===== config.mk =====
export PLATFORM = sky130hd
export DESIGN_NAME = m_axi_single_master
export DESIGN_NICKNAME = d
export VERILOG_FILES = /design/src/rtl/m_axi_pkg.sv /design/src/rtl/axi_watchdog.sv /design/src/rtl/m_axi_single_master.sv
export SDC_FILE = /design/constraint.sdc
export NUM_CORES = 1
export LEC_CHECK = 0
export CAP_MARGIN = 20
export CORE_AREA = 2 2 117 119
export CTS_CLUSTER_DIAMETER = 60
export CTS_CLUSTER_SIZE = 28
export DETAILED_ROUTE_END_ITERATION = 10
export DIE_AREA = 0 0 119 121
export PLACE_DENSITY = 0.79
export SLEW_MARGIN = 20
export SYNTH_ARGS = -nofsm -noshare
export SYNTH_HDL_FRONTEND = slang
export SYNTH_SLANG_ARGS = --single-unit
export TNS_END_PERCENT = 10

===== constraint.sdc =====
create_clock -name clk -period 4.96 [get_ports clk]
set_clock_uncertainty 0.1 [all_clocks]
set_input_delay 0.992 -clock clk [delete_from_list [all_inputs] [get_ports clk]]
set_output_delay 0.992 -clock clk [all_outputs]
set_load 0.02 [all_outputs]

===== src/rtl/m_axi_pkg.sv =====
// rtl/m_axi_pkg.sv - shared types and constants for m_axi_single_master
package m_axi_pkg;

  typedef enum logic [2:0] {
    IDLE,
    WR_REQ,
    WR_RESP,
    RD_REQ,
    RD_DATA,
    RSP
  } state_t;

  localparam logic [1:0] RESP_OKAY  = 2'b00;
  localparam logic [1:0] RESP_IDERR = 2'b10;
  localparam logic [1:0] RESP_TMO   = 2'b11;

  localparam int DEF_ADDR_W         = 32;
  localparam int DEF_DATA_W         = 32;
  localparam int DEF_ID_W           = 4;
  localparam int DEF_TIMEOUT_CYCLES = 256;

endpackage


===== src/rtl/axi_watchdog.sv =====
// rtl/axi_watchdog.sv - stall counter for m_axi_single_master (used with M_AXI_TIMEOUT_EN)
module axi_watchdog #(
  parameter int LIMIT = 256
) (
  input  logic clk,
  input  logic rst,
  input  logic clear,
  input  logic run,
  output logic expire
);

  localparam int            CW   = (LIMIT > 1) ? $clog2(LIMIT) : 1;
  localparam logic [CW-1:0] LAST = CW'(LIMIT - 1);

  logic [CW-1:0] count;

  always_ff @(posedge clk or posedge rst) begin
    if (rst) begin
      count <= '0;
    end else if (clear || !run) begin
      count <= '0;
    end else if (count != LAST) begin
      count <= count + 1'b1;
    end
  end

  // Pulses in the LIMIT-th cycle of a state, so valids stay up exactly LIMIT cycles.
  assign expire = run && (count == LAST);

endmodule


===== src/rtl/m_axi_single_master.sv =====
// rtl/m_axi_single_master.sv - single-outstanding AXI master for the s_axi_reg slave
// Optional stall watchdog and late-response draining enabled by M_AXI_TIMEOUT_EN.
module m_axi_single_master
  import m_axi_pkg::*;
#(
  parameter int ADDR_W         = DEF_ADDR_W,
  parameter int DATA_W         = DEF_DATA_W,
  parameter int ID_W           = DEF_ID_W,
  parameter int TIMEOUT_CYCLES = DEF_TIMEOUT_CYCLES
) (
  input  logic                clk,
  input  logic                areset,
  input  logic                cmd_valid_i,
  output logic                cmd_ready_o,
  input  logic                cmd_write_i,
  input  logic [ID_W-1:0]     cmd_id_i,
  input  logic [ADDR_W-1:0]   cmd_addr_i,
  input  logic [DATA_W-1:0]   cmd_wdata_i,
  input  logic [DATA_W/8-1:0] cmd_wstrb_i,
  output logic                rsp_valid_o,
  input  logic                rsp_ready_i,
  output logic                rsp_write_o,
  output logic [ID_W-1:0]     rsp_id_o,
  output logic [DATA_W-1:0]   rsp_rdata_o,
  output logic [1:0]          rsp_resp_o,
  output logic [ID_W-1:0]     awid_o,
  output logic [ADDR_W-1:0]   awaddr_o,
  output logic                awvalid_o,
  input  logic                awready_i,
  output logic [ID_W-1:0]     wid_o,
  output logic [DATA_W-1:0]   wdata_o,
  output logic [DATA_W/8-1:0] wstrb_o,
  output logic                wlast_o,
  output logic                wvalid_o,
  input  logic                wready_i,
  input  logic [ID_W-1:0]     bid_i,
  input  logic [1:0]          bresp_i,
  input  logic                bvalid_i,
  output logic                bready_o,
  output logic [ID_W-1:0]     arid_o,
  output logic [ADDR_W-1:0]   araddr_o,
  output logic                arvalid_o,
  input  logic                arready_i,
  input  logic [ID_W-1:0]     rid_i,
  input  logic [DATA_W-1:0]   rdata_i,
  input  logic                rlast_i,
  input  logic                rvalid_i,
  output logic                rready_o
);

  state_t              state, state_next;
  logic                aw_done, w_done;
  logic                write_q;
  logic [ID_W-1:0]     id_q;
  logic [ADDR_W-1:0]   addr_q;
  logic [DATA_W-1:0]   wdata_q, rdata_q;
  logic [DATA_W/8-1:0] wstrb_q;
  logic [1:0]          resp_q;
  logic                tmo_expire, tmo_fire;

  if (TIMEOUT_CYCLES < 1) begin : g_timeout_cycles_must_be_positive
  end

  always_ff @(posedge clk or posedge areset) begin
    if (areset) state <= IDLE;
    else        state <= state_next;
  end

  always_comb begin
    state_next  = state;
    cmd_ready_o = 1'b0;
    awvalid_o   = 1'b0;
    wvalid_o    = 1'b0;
    bready_o    = 1'b0;
    arvalid_o   = 1'b0;
    rready_o    = 1'b0;
    rsp_valid_o = 1'b0;
    tmo_fire    = 1'b0;
    case (state)
      IDLE: begin
        cmd_ready_o = 1'b1;
        if (cmd_valid_i) state_next = cmd_write_i ? WR_REQ : RD_REQ;
      end
      WR_REQ: begin
        awvalid_o = !aw_done;
        wvalid_o  = !w_done;
        if ((aw_done || awready_i) && (w_done || wready_i)) state_next = WR_RESP;
      end
      WR_RESP: begin
        bready_o = 1'b1;
        if (bvalid_i) state_next = RSP;
      end
      RD_REQ: begin
        arvalid_o = 1'b1;
        if (arready_i) state_next = RD_DATA;
      end
      RD_DATA: begin
        rready_o = 1'b1;
        if (rvalid_i) state_next = RSP;
      end
      RSP: begin
        rsp_valid_o = 1'b1;
        if (rsp_ready_i) state_next = IDLE;
      end
      default: state_next = IDLE;
    endcase
    // A real completion in the expiry cycle wins over the timeout.
    if (tmo_expire && state_next == state) begin
      tmo_fire   = 1'b1;
      state_next = RSP;
    end
`ifdef M_AXI_TIMEOUT_EN
    if (state == IDLE || state == RSP) begin
      bready_o = 1'b1;
      rready_o = 1'b1;
    end
`endif
  end

  always_ff @(posedge clk or posedge areset) begin
    if (areset) begin
      aw_done <= 1'b0;
      w_done  <= 1'b0;
      write_q <= 1'b0;
      id_q    <= '0;
      addr_q  <= '0;
      wdata_q <= '0;
      wstrb_q <= '0;
      rdata_q <= '0;
      resp_q  <= RESP_OKAY;
    end else begin
      if (state == IDLE && cmd_valid_i) begin
        aw_done <= 1'b0;
        w_done  <= 1'b0;
        write_q <= cmd_write_i;
        id_q    <= cmd_id_i;
        addr_q  <= cmd_addr_i;
        wdata_q <= cmd_wdata_i;
        wstrb_q <= cmd_wstrb_i;
        rdata_q <= '0;
        resp_q  <= RESP_OKAY;
      end
      if (state == WR_REQ && awready_i) aw_done <= 1'b1;
      if (state == WR_REQ && wready_i)  w_done  <= 1'b1;
      if (state == WR_RESP && bvalid_i) begin
        resp_q <= (bid_i != id_q) ? RESP_IDERR : bresp_i;
      end
      if (state == RD_DATA && rvalid_i) begin
        rdata_q <= rdata_i;
        resp_q  <= (rid_i != id_q || !rlast_i) ? RESP_IDERR : RESP_OKAY;
      end
      if (tmo_fire) begin
        resp_q  <= RESP_TMO;
        rdata_q <= '0;
      end
    end
  end

`ifdef M_AXI_TIMEOUT_EN
  logic tmo_run;
  assign tmo_run = (state == WR_REQ) || (state == WR_RESP) ||
                   (state == RD_REQ) || (state == RD_DATA);

  axi_watchdog #(
    .LIMIT(TIMEOUT_CYCLES)
  ) u_watchdog (
    .clk   (clk),
    .rst   (areset),
    .clear (state_next != state),
    .run   (tmo_run),
    .expire(tmo_expire)
  );
`else
  assign tmo_expire = 1'b0;
`endif

  assign awid_o      = id_q;
  assign wid_o       = id_q;
  assign arid_o      = id_q;
  assign awaddr_o    = addr_q;
  assign araddr_o    = addr_q;
  assign wdata_o     = wdata_q;
  assign wstrb_o     = wstrb_q;
  assign wlast_o     = wvalid_o;
  assign rsp_write_o = write_q;
  assign rsp_id_o    = id_q;
  assign rsp_rdata_o = rdata_q;
  assign rsp_resp_o  = resp_q;

endmodule


==> results by group, run 1 <==
Status
  – Status: finished, final reports clean

Yosys
  – Synth top area share: 57.14%
  – Average cell area after synthesis: 8.774 sq um
  – Synth Instances: 559
  – Number of synthesized register bits: 112
  – Register area share after synthesis: 57.14%
  – Number of synthesized flops with an enable pin: 0
  – Ys async rst share: 100.0%
  – Yosys Warn Count: 0
  – Post-Syn Area: 4905 sq um
  – Dominant synthesized flop cell: dfrtp_1
  – Synth Net Count: 684
  – Synth unique cells: 31
  – Area leader, netlist: dfrtp_1
  – Leading post-synthesis cells by cell area: dfrtp_1, nand2_1, buf_4

STA
  – Final setup viols: 0
  – RSZ-0062 raised after global routing: false
  – Fin crit share: 63.94%
  – Pins Over Slew Limit: 0
  – Worst-Margin Slew: 0.8808 ns
  – Final setup TNS: 0 ns
  – Relative slew slack: 41.28%
  – Min Clock Period, post-route: 3.172 ns
  – Fin. Hold Viols: 0
  – Fmax: 315.3 MHz
  – Hold_ws: 0.3746 ns

Finish
  – Area delta synth->final: 59.29%
  – Commonest non-fill, non-tap cells in the layout: nand2_1, clkdlybuf4s50_1, dfrtp_1
  – Core Util, Final: 59.71%
  – Layout net count: 908
  – # diodes: 0
  – Share of cells above drive strength 1: 3.173%
  – Final std cells w/o fill: 964
  – Commonest non-fill, non-tap cell in the layout: nand2_1

Setup path
  – Buffers and inverters on the worst path: 1
  – Critical path arrival: 2.08 ns
  – CP top delay family: buffers and inverters
  – Stages on worst setup path: 3
  – Req. time, crit path: 3.87 ns
  – Crit path largest cell delay: 0.66 ns
  – R2R cell count: 5
  – Startpoint Class: flop
  – Critical path's slowest cell: clkdlybuf4s50_1
  – Crit-path max FO: 14
  – CP Capture Type: output pin
  – CP Class: flop to output pin
  – Crit-path cells: nand2_1 -> nor3_1 -> clkdlybuf4s50_1

Route
  – WL final: 14340 um
  – DRT Pass-1 Iters: 5
  – WL/cell: 14.88 um
  – Antenna viol nets, final: 0
  – Vias per cell: 4.574
  – DRC viols: 0
  – Via Count: 4409
  – Initial drt markers: 234

Floorplanning
  – Die X: 119 um
  – DIE HEIGHT: 121 um
  – Boundary Pins: 284
  – Die area: 14400 sq um
  – Core area: 13090 sq um
  – Cell Rows: 42
  – Initial Util: 37.48%

Place
  – Buffers on Ports: 283
  – Dpl hpwl: 10360 um
  – Routability Congestion: 0.8318
  – Placed insts: 948

Pwr
  – Sw Pwr: 2208 uW
  – Pwr Density: 685.5 nW/um^2
  – Clk pwr share: 14.8%
  – Combinational share of power: 53.8%
  – Int Pwr: 3147 uW
  – Flop pwr share: 31.4%
  – Leakage: 0.003696 uW
  – Peak VDD IR: 0.0003155 V
  – Net Sw Frac: 41.23%

GRT
  – Initial antenna violation count: 0
  – Remaining global-route overflow: 0
  – Largest net degree at the start of global routing: 107
  – Global-route wire length before repair: 22710 um
  – GRT Total Usage: 20.03%
  – Vias in the first global route: 4381

Clock network
  – Clock Path Buffers: 2
  – Clock sink total: 112
  – Clk_lat worst skew: 0.34 ns
  – Clock transition at the registers of the reported paths: 0.07 ns
  – Post-CTS setup buffer count: 0
  – Total CTS buffers: 9
  – Hold-fix buffers, CTS: 0
  – Clock root cell: clkbuf_16
  – Cts repair resizes: 0
  – CTS tree: built
  – H-tree depth: 3

Run
  – Max-Cap Viols: 0

Hold path
  – Hold Crit Depth: 2
  – HP Class: flop to flop
==> area by class of cell <==
type	instances	area [sq um]
Sequential cell	112	2803
Fill cell	1119	5273
Inverter	3	13.76
Clock inverter	6	90.09
Multi-Input combinational cell	370	1584
Timing Repair Buffer	287	2863
Clock buffer	10	239.0
Tap cell	176	220.2
==> cell families (layout without fill, tap and decap cells) <==
group                     count (synthesis)  after routing  share of synthesized area [%]
xor gates and xnor gates                  8              8                          1.429
muxes                                     1              1                         0.2041
buffers and inverters                    77            306                          10.97
DFF                                     112            112                          57.14
and+or+nand+nor                         346            346                          28.24
AOI/OAI and AO/OA                        15             15                          2.015
==> layer usage <==
metal,GRT usage [%],up-vias,share of wire (%)
li1,-,2143,-
met3,4.417,27,6.5
met5,0,-,0
met4,8.408,0,3.0
met1,23.49,2056,40
met2,35.45,183,51
==> through the flow <==
| stage | instance area, sq um | setup WS, ns | total power, uW |
|---|---|---|---|
| 2_1_floorplan | 4905 | 0.9090 | 3337 |
| 3_3_place_gp | 7475 | 1.893 | 4541 |
| 3_5_place_dp | 7483 | 1.745 | 4603 |
| 4_1_cts | 7812 | 1.765 | 5410 |
| 5_1_grt | 7812 | 1.671 | 5689 |
| 6_report | 7812 | 1.788 | 5355 |
==> cell usage after synthesis, drive strengths merged, types with 2 or more instances <==
library cell / instances
nor3: 6
a21oi: 4
nand3: 33
nand2b: 2
dfrtp: 112
and3: 2
buf: 64
inv: 3
clkbuf: 10
o22ai: 3
nand2: 291
a31oi: 2
xnor2: 5
xor2: 3
nor2: 7
==> path summary, 6_finish.rpt <==
check,start,endpoint,slack (ns)
max in group asynchronous,areset,rsp_rdata_o[31],2.82
setup / recovery,state[0],wlast_o,1.79
hold reg to reg,wdata_o[18],wdata_o[18],0.37
min in group asynchronous,areset,araddr_o[3],1.08
setup reg to reg,state[0],araddr_o[20],2.49
hold / removal,wdata_o[18],wdata_o[18],0.37
==> power groups by stage <==
stage	registers, uW	clock network [uW]	logic [uW]
after CTS	1680	811	2920
after global routing	1740	851	3090
final	1680	792	2880
after global placement	1680	0	2860
after floorplan	2130	0	1200
after detailed placement	1690	0	2910
==> sequential cells by signal, summed over array words and instances (netlist names) <==
name and count:
araddr_o 32, arid_o 4, aw_done 1, rsp_rdata_o 32
rsp_resp_o 2, rsp_write_o 1, state 3, w_done 1
wdata_o 32, wstrb_o 4
==> worst reg2reg max path, cell delays in order (launching register included) <==
cell and delay, ns:
dfrtp_1 0.54, nor3_4 0.37, and2_2 0.68, buf_4 0.52, nand2_1 0.13, nand2_1 0.08
Power figures use the tool's default switching activity.
==> run 2: changes to the inputs <==
clock period = 2.99 ns   (was 4.96 ns; I/O delays follow)
==> run 2 against run 1 <==
Net effect: critical path depth unchanged; critical path type unchanged; hold slack better by 0.00083 ns; sequential share of layout area down 0.11 points; final area is 0.30% higher; critical endpoint is now wvalid_o.
==> results by group, run 2 (synthesis gave the netlist of run 1 again) <==
Pwr
  – Peak VDD IR: 0.0004646 V (was 0.0003155 V)
  – Pwr Density: 1129 nW/um^2 (was 685.5 nW/um^2)
  – Leakage: 0.003706 uW (was 0.003696 uW)

Floorplanning
  – Die X: 119 um (unchanged)
  – Cell Rows: 42 (unchanged)
  – Die area: 14400 sq um (unchanged)
  – Core area: 13090 sq um (unchanged)
  – DIE HEIGHT: 121 um (unchanged)
  – Boundary Pins: 284 (unchanged)
  – Initial Util: 37.48% (unchanged)

Hold path
  – HP Class: flop to flop (unchanged)

Clock network
  – Total CTS buffers: 9 (unchanged)
  – Hold-fix buffers, CTS: 0 (unchanged)
  – Cts repair resizes: 0 (unchanged)
  – Post-CTS setup buffer count: 0 (unchanged)
  – Clock sink total: 112 (unchanged)
  – Clk_lat worst skew: 0.34 ns (about the same)
  – H-tree depth: 3 (unchanged)
  – CTS tree: built (unchanged)
  – Clock transition at the registers of the reported paths: 0.07 ns (about the same)
  – Clock Path Buffers: 2 (unchanged)
  – Clock root cell: clkbuf_16 (unchanged)

Finish
  – Layout net count: 910 (was 908)
  – # diodes: 0 (unchanged)
  – Area delta synth->final: 59.77% (was 59.29%)
  – Share of cells above drive strength 1: 3.169% (was 3.173%)
  – Core Util, Final: 59.89% (was 59.71%)
  – Commonest non-fill, non-tap cells in the layout: nand2_1, clkdlybuf4s50_1, dfrtp_1 (unchanged)
  – Commonest non-fill, non-tap cell in the layout: nand2_1 (unchanged)

Setup path
  – CP Capture Type: output pin (unchanged)
  – Crit-path max FO: 14 (unchanged)
  – CP Class: flop to output pin (unchanged)
  – Critical path arrival: 2.02 ns (was 2.08 ns)
  – Startpoint Class: flop (unchanged)
  – Worst reg2reg setup slack: 1.10 ns (was 2.49 ns)
  – Req. time, crit path: 2.29 ns (was 3.87 ns)

STA
  – Fmax: 368.1 MHz
  – Min Clock Period, post-route: 2.717 ns
  – Worst setup margin: 0.2732 ns (was 1.788 ns)
  – RSZ-0062 raised after global routing: false (unchanged)
  – Pins Over Slew Limit: 0 (unchanged)
  – Final setup viols: 0 (unchanged)
  – Fin. Hold Viols: 0 (unchanged)
  – Final setup TNS: 0 ns (unchanged)
  – Relative slew slack: 58.45% (was 41.28%)
  – Worst-Margin Slew: 0.6233 ns (was 0.8808 ns)
  – Fin crit share: 90.86%

GRT
  – Global-route wire length before repair: 22210 um (was 22710 um)
  – Remaining global-route overflow: 0 (unchanged)
  – GRT Total Usage: 19.56% (was 20.03%)
  – Initial antenna violation count: 0 (unchanged)
  – Largest net degree at the start of global routing: 113 (was 107)
  – Vias in the first global route: 4410 (was 4381)

Place
  – Worst slack at placement: 0.6554 ns (was 1.745 ns)
  – Buffers on Ports: 283 (unchanged)
  – Dpl hpwl: 10420 um (was 10360 um)
  – Routability Congestion: 0.9172 (was 0.8318)

Route
  – Via Count: 4382 (was 4409)
  – DRC viols: 0 (unchanged)
  – Vias per cell: 4.541 (was 4.574)
  – WL final: 14330 um (was 14340 um)
  – Antenna viol nets, final: 0 (unchanged)
  – DRT Pass-1 Iters: 4 (was 5)
  – Initial drt markers: 186 (was 234)
  – WL/cell: 14.84 um (was 14.88 um)

Status
  – Status: finished, final reports clean (unchanged)

Run
  – Max-Cap Viols: 0 (unchanged)
[run 2: cell type report]
class,count,area (sq um)
Clock inverter,2,37.54
Multi-Input combinational cell,370,1575
Fill cell,1126,5249
Sequential cell,112,2803
Clock buffer,13,270.3
Inverter,3,15.01
Timing Repair Buffer,289,2915
Tap cell,176,220.2
[run 2: final timing paths]
kind                       startpoint              end  cells past startpoint
max in group asynchronous      areset      araddr_o[1]                      3
hold reg to reg            wdata_o[1]       wdata_o[1]                      2
min in group asynchronous      areset      araddr_o[6]                      3
setup / recovery             state[0]         wvalid_o                      3
setup reg to reg             state[0]  rsp_rdata_o[16]                      5
hold / removal             wdata_o[1]       wdata_o[1]                      2
[run 2: metal layers]
layer  track usage, %  vias up  wire length, um
met5                0        -                0
met3            4.041       32              902
met2            35.02      182             7422
met1            22.09     2028             5456
li1                 -     2140                -
met4            9.896        0              544
[run 2: power breakdown]
group          leakage (uW)  total (uW)  switching [uW]  internal [uW]
clock              0.000148        1230             519            715
sequential          0.00144        2770             542           2230
combinational       0.00212        4840            2570           2270
[run 2: through the flow]
step | cells | instance area [sq um] | power (uW) | hold WS, ns
2_1_floorplan | 559 | 4908 | 5536 | 0.4408
5_1_grt | 965 | 7836 | 9350 | 0.3931
4_1_cts | 965 | 7836 | 8933 | 0.3789
3_3_place_gp | 950 | 7528 | 7576 | 0.3558
6_report | 965 | 7836 | 8846 | 0.3754
3_5_place_dp | 950 | 7528 | 7674 | 0.3616
[run 2: worst max-delay path, stage by stage (launching register included)]
cell and delay, ns:
dfrtp_1 0.61, nand2_1 0.19, nor3_1 0.23, clkdlybuf4s50_1 0.66
==> run 3: changes to the inputs <==
CORE_AREA = 2 2 122 124   (was 2 2 117 119)
DIE_AREA = 0 0 124 126   (was 0 0 119 121)
PLACE_DENSITY = 0.77   (was 0.79)
clock period = 2.3 ns   (was 2.99 ns; I/O delays follow)
==> run 3 against run 2 <==
Net effect: utilization is 4.8 points lower; via count is 2.1% higher; sequential share of layout area is 0.18 points lower; worst setup slack worse by 0.14 ns; largest cell class unchanged; die area grew 8.5%; global-route usage is 0.49 points lower.
==> results by group, run 3 (synthesis gave the netlist of run 1 again) <==
Status
  – Status: finished, final reports clean (unchanged)

Setup path
  – Crit path largest cell delay: 0.46 ns (was 0.66 ns)
  – CP Class: flop to output pin (unchanged)
  – Req. time, crit path: 1.74 ns (was 2.29 ns)
  – Critical path's slowest cell: dfrtp_1 (was clkdlybuf4s50_1)
  – Startpoint Class: flop (unchanged)
  – End of the critical path: wvalid_o (unchanged)
  – Critical path arrival: 1.61 ns (was 2.02 ns)
  – Crit-path max FO: 9 (was 14)
  – CP startpoint: state[1] (was state[0])
  – Crit-path cells: inv_1 -> nand2_1 -> nor3_1 -> dlygate4sd2_1 (was nand2_1 -> nor3_1 -> clkdlybuf4s50_1)
  – FF-to-FF Start: state[0] (unchanged)
  – R2R cell count: 6 (was 5)
  – Reg2reg end: araddr_o[25] (was rsp_rdata_o[16])
  – Worst reg2reg setup slack: 0.45 ns (was 1.10 ns)
  – CP Capture Type: output pin (unchanged)

Finish
  – Fin area: 7880 sq um (was 7836 sq um)
  – Commonest non-fill, non-tap cell in the layout: nand2_1 (unchanged)
  – Layout net count: 916 (was 910)
  – Final std cells w/o fill: 979 (was 965)
  – # diodes: 0 (unchanged)
  – Area delta synth->final: 60.66% (was 59.77%)
  – Fillcell total: 1314 (was 1126)
  – Commonest non-fill, non-tap cells in the layout: nand2_1, clkdlybuf4s50_1, dfrtp_1 (unchanged)
  – Share of cells above drive strength 1: 3.899% (was 3.169%)

Pwr
  – Flop pwr share: 30.9% (was 31.4%)
  – Pwr Density: 1460 nW/um^2 (was 1129 nW/um^2)
  – Net Sw Frac: 41.35% (was 41.08%)
  – Clk pwr share: 14.1% (was 13.9%)
  – Int Pwr: 6748 uW (was 5212 uW)
  – Leakage: 0.003781 uW (was 0.003706 uW)
  – Tot Pwr: 11510 uW (was 8846 uW)
  – Sw Pwr: 4758 uW (was 3634 uW)
  – Combinational share of power: 55.0% (was 54.7%)
  – Peak VDD IR: 0.0006865 V (was 0.0004646 V)

Route
  – WL/cell: 14.98 um (was 14.84 um)
  – Antenna viol nets, final: 0 (unchanged)
  – Via Count: 4473 (was 4382)
  – DRC viols: 0 (unchanged)
  – WL final: 14670 um (was 14330 um)
  – Initial drt markers: 115 (was 186)
  – Vias per cell: 4.569 (was 4.541)
  – DRT Pass-1 Iters: 4 (unchanged)

STA
  – Pins Over Slew Limit: 0 (unchanged)
  – Worst-Margin Slew: 0.4283 ns (was 0.6233 ns)
  – Fmax: 460.8 MHz
  – Fin. Hold Viols: 0 (unchanged)
  – Final setup viols: 0 (unchanged)
  – Relative slew slack: 71.45% (was 58.45%)
  – Fin crit share: 94.35%
  – Final setup TNS: 0 ns (unchanged)
  – Min Clock Period, post-route: 2.170 ns
  – RSZ-0062 raised after global routing: false (unchanged)

Floorplanning
  – DIE HEIGHT: 126 um (was 121 um)
  – Core area: 14310 sq um (was 13090 sq um)
  – Die area: 15620 sq um (was 14400 sq um)
  – Die X: 124 um (was 119 um)
  – Cell Rows: 44 (was 42)
  – Boundary Pins: 284 (unchanged)
  – Initial Util: 34.27% (was 37.48%)

Clock network
  – Clock sink total: 112 (unchanged)
  – H-tree depth: 3 (unchanged)
  – Clock root cell: clkbuf_16 (unchanged)
  – Clock transition at the registers of the reported paths: 0.07 ns (about the same)
  – Clock Path Buffers: 2 (unchanged)
  – Post-CTS setup buffer count: 0 (unchanged)
  – Hold-fix buffers, CTS: 0 (unchanged)
  – CTS tree: built (unchanged)
  – Clk_lat worst skew: 0.34 ns (about the same)
  – Total CTS buffers: 9 (unchanged)

Run
  – Max-Cap Viols: 0 (unchanged)

GRT
  – Largest net degree at the start of global routing: 72 (was 113)
  – Vias in the first global route: 4456 (was 4410)
  – Remaining global-route overflow: 0 (unchanged)
  – Global-route wire length before repair: 23240 um (was 22210 um)
  – GRT Total Usage: 19.07% (was 19.56%)
  – Initial antenna violation count: 0 (unchanged)

Hold path
  – HP Class: flop to flop (unchanged)

Place
  – DP Area: 7579 sq um (was 7528 sq um)
  – Placed insts: 964 (was 950)
  – Dpl hpwl: 10620 um (was 10420 um)
  – Routability Congestion: 0.8827 (was 0.9172)
  – Buffers on Ports: 283 (unchanged)
==> run 3: cell count changes in the layout (fill, tap and decap cells not counted), sizes merged <==
cell and change:
inv +1, clkdlybuf4s50 -8, clkinv +1, clkinvlp -1, buf +6, clkbuf -1
dlymetal6s2s +1, dlygate4sd2 +7
==> run 3: worst min path at each step <==
stage,slack [ns],to,cells after the start,start
after floorplan,0.44,w_done,2,w_done
after global placement,0.36,wstrb_o[1],2,wstrb_o[1]
after global routing,0.40,wdata_o[23],2,wdata_o[23]
after detailed placement,0.36,wdata_o[6],2,wdata_o[6]
final,0.37,wstrb_o[1],2,wstrb_o[1]
after CTS,0.38,wdata_o[6],2,wdata_o[6]
==> run 3: worst max-delay path, delay by kind of cell, from the launching register on <==
family	cells	cell delay (ns)
simple gates	2	0.31
flops	1	0.46
buf+inv	2	0.49
==> run 3: layer usage <==
layer / up-vias / track usage [%] / part of all wire, % / wire length (um)
met5: - / 0 / 0 / 0
met4: 0 / 8.658 / 3.5 / 512
met3: 33 / 5.888 / 9.5 / 1398
met2: 193 / 32.03 / 49 / 7142
met1: 2082 / 22.14 / 38 / 5611
li1: 2165 / - / - / -
==> run 3: final cells by class <==
type                            count  area (sq um)  area share, %
Timing Repair Buffer              295          2954          37.49
Sequential cell                   112          2804          35.58
Multi-Input combinational cell    370          1570          19.93
Clock buffer                       12         256.5          3.255
Tap cell                          184         230.2          2.922
Clock inverter                      3         50.05         0.6351
Inverter                            3         15.01         0.1905
==> run 3: power groups by stage <==
stage / clock, uW / sequential, uW / combinational (uW)
3_5_place_dp: 0 / 3590 / 6400
2_1_floorplan: 0 / 4600 / 2590
3_3_place_gp: 0 / 3550 / 6320
4_1_cts: 1680 / 3570 / 6380
5_1_grt: 1760 / 3710 / 6830
6_report: 1620 / 3560 / 6320
==> run 3: stage by stage <==
step                utilization, %  setup WS (ns)  hold slack [ns]
floorplan                        -         0.1509           0.4408
global placement             52.95         0.2297           0.3562
detailed placement           52.95         0.1811           0.3619
CTS                          55.04       -0.05908           0.3803
global route                 55.05        0.01095           0.4019
finish                       55.05         0.1299           0.3737
==> run 3: what timing repair did <==
action | 4_1_cts | 5_1_grt
cloned | 0 | 0
endpoints found under the setup margin | 8 | 1
endpoints found under the hold margin | 0 | 0
resized for setup | 8 | 1
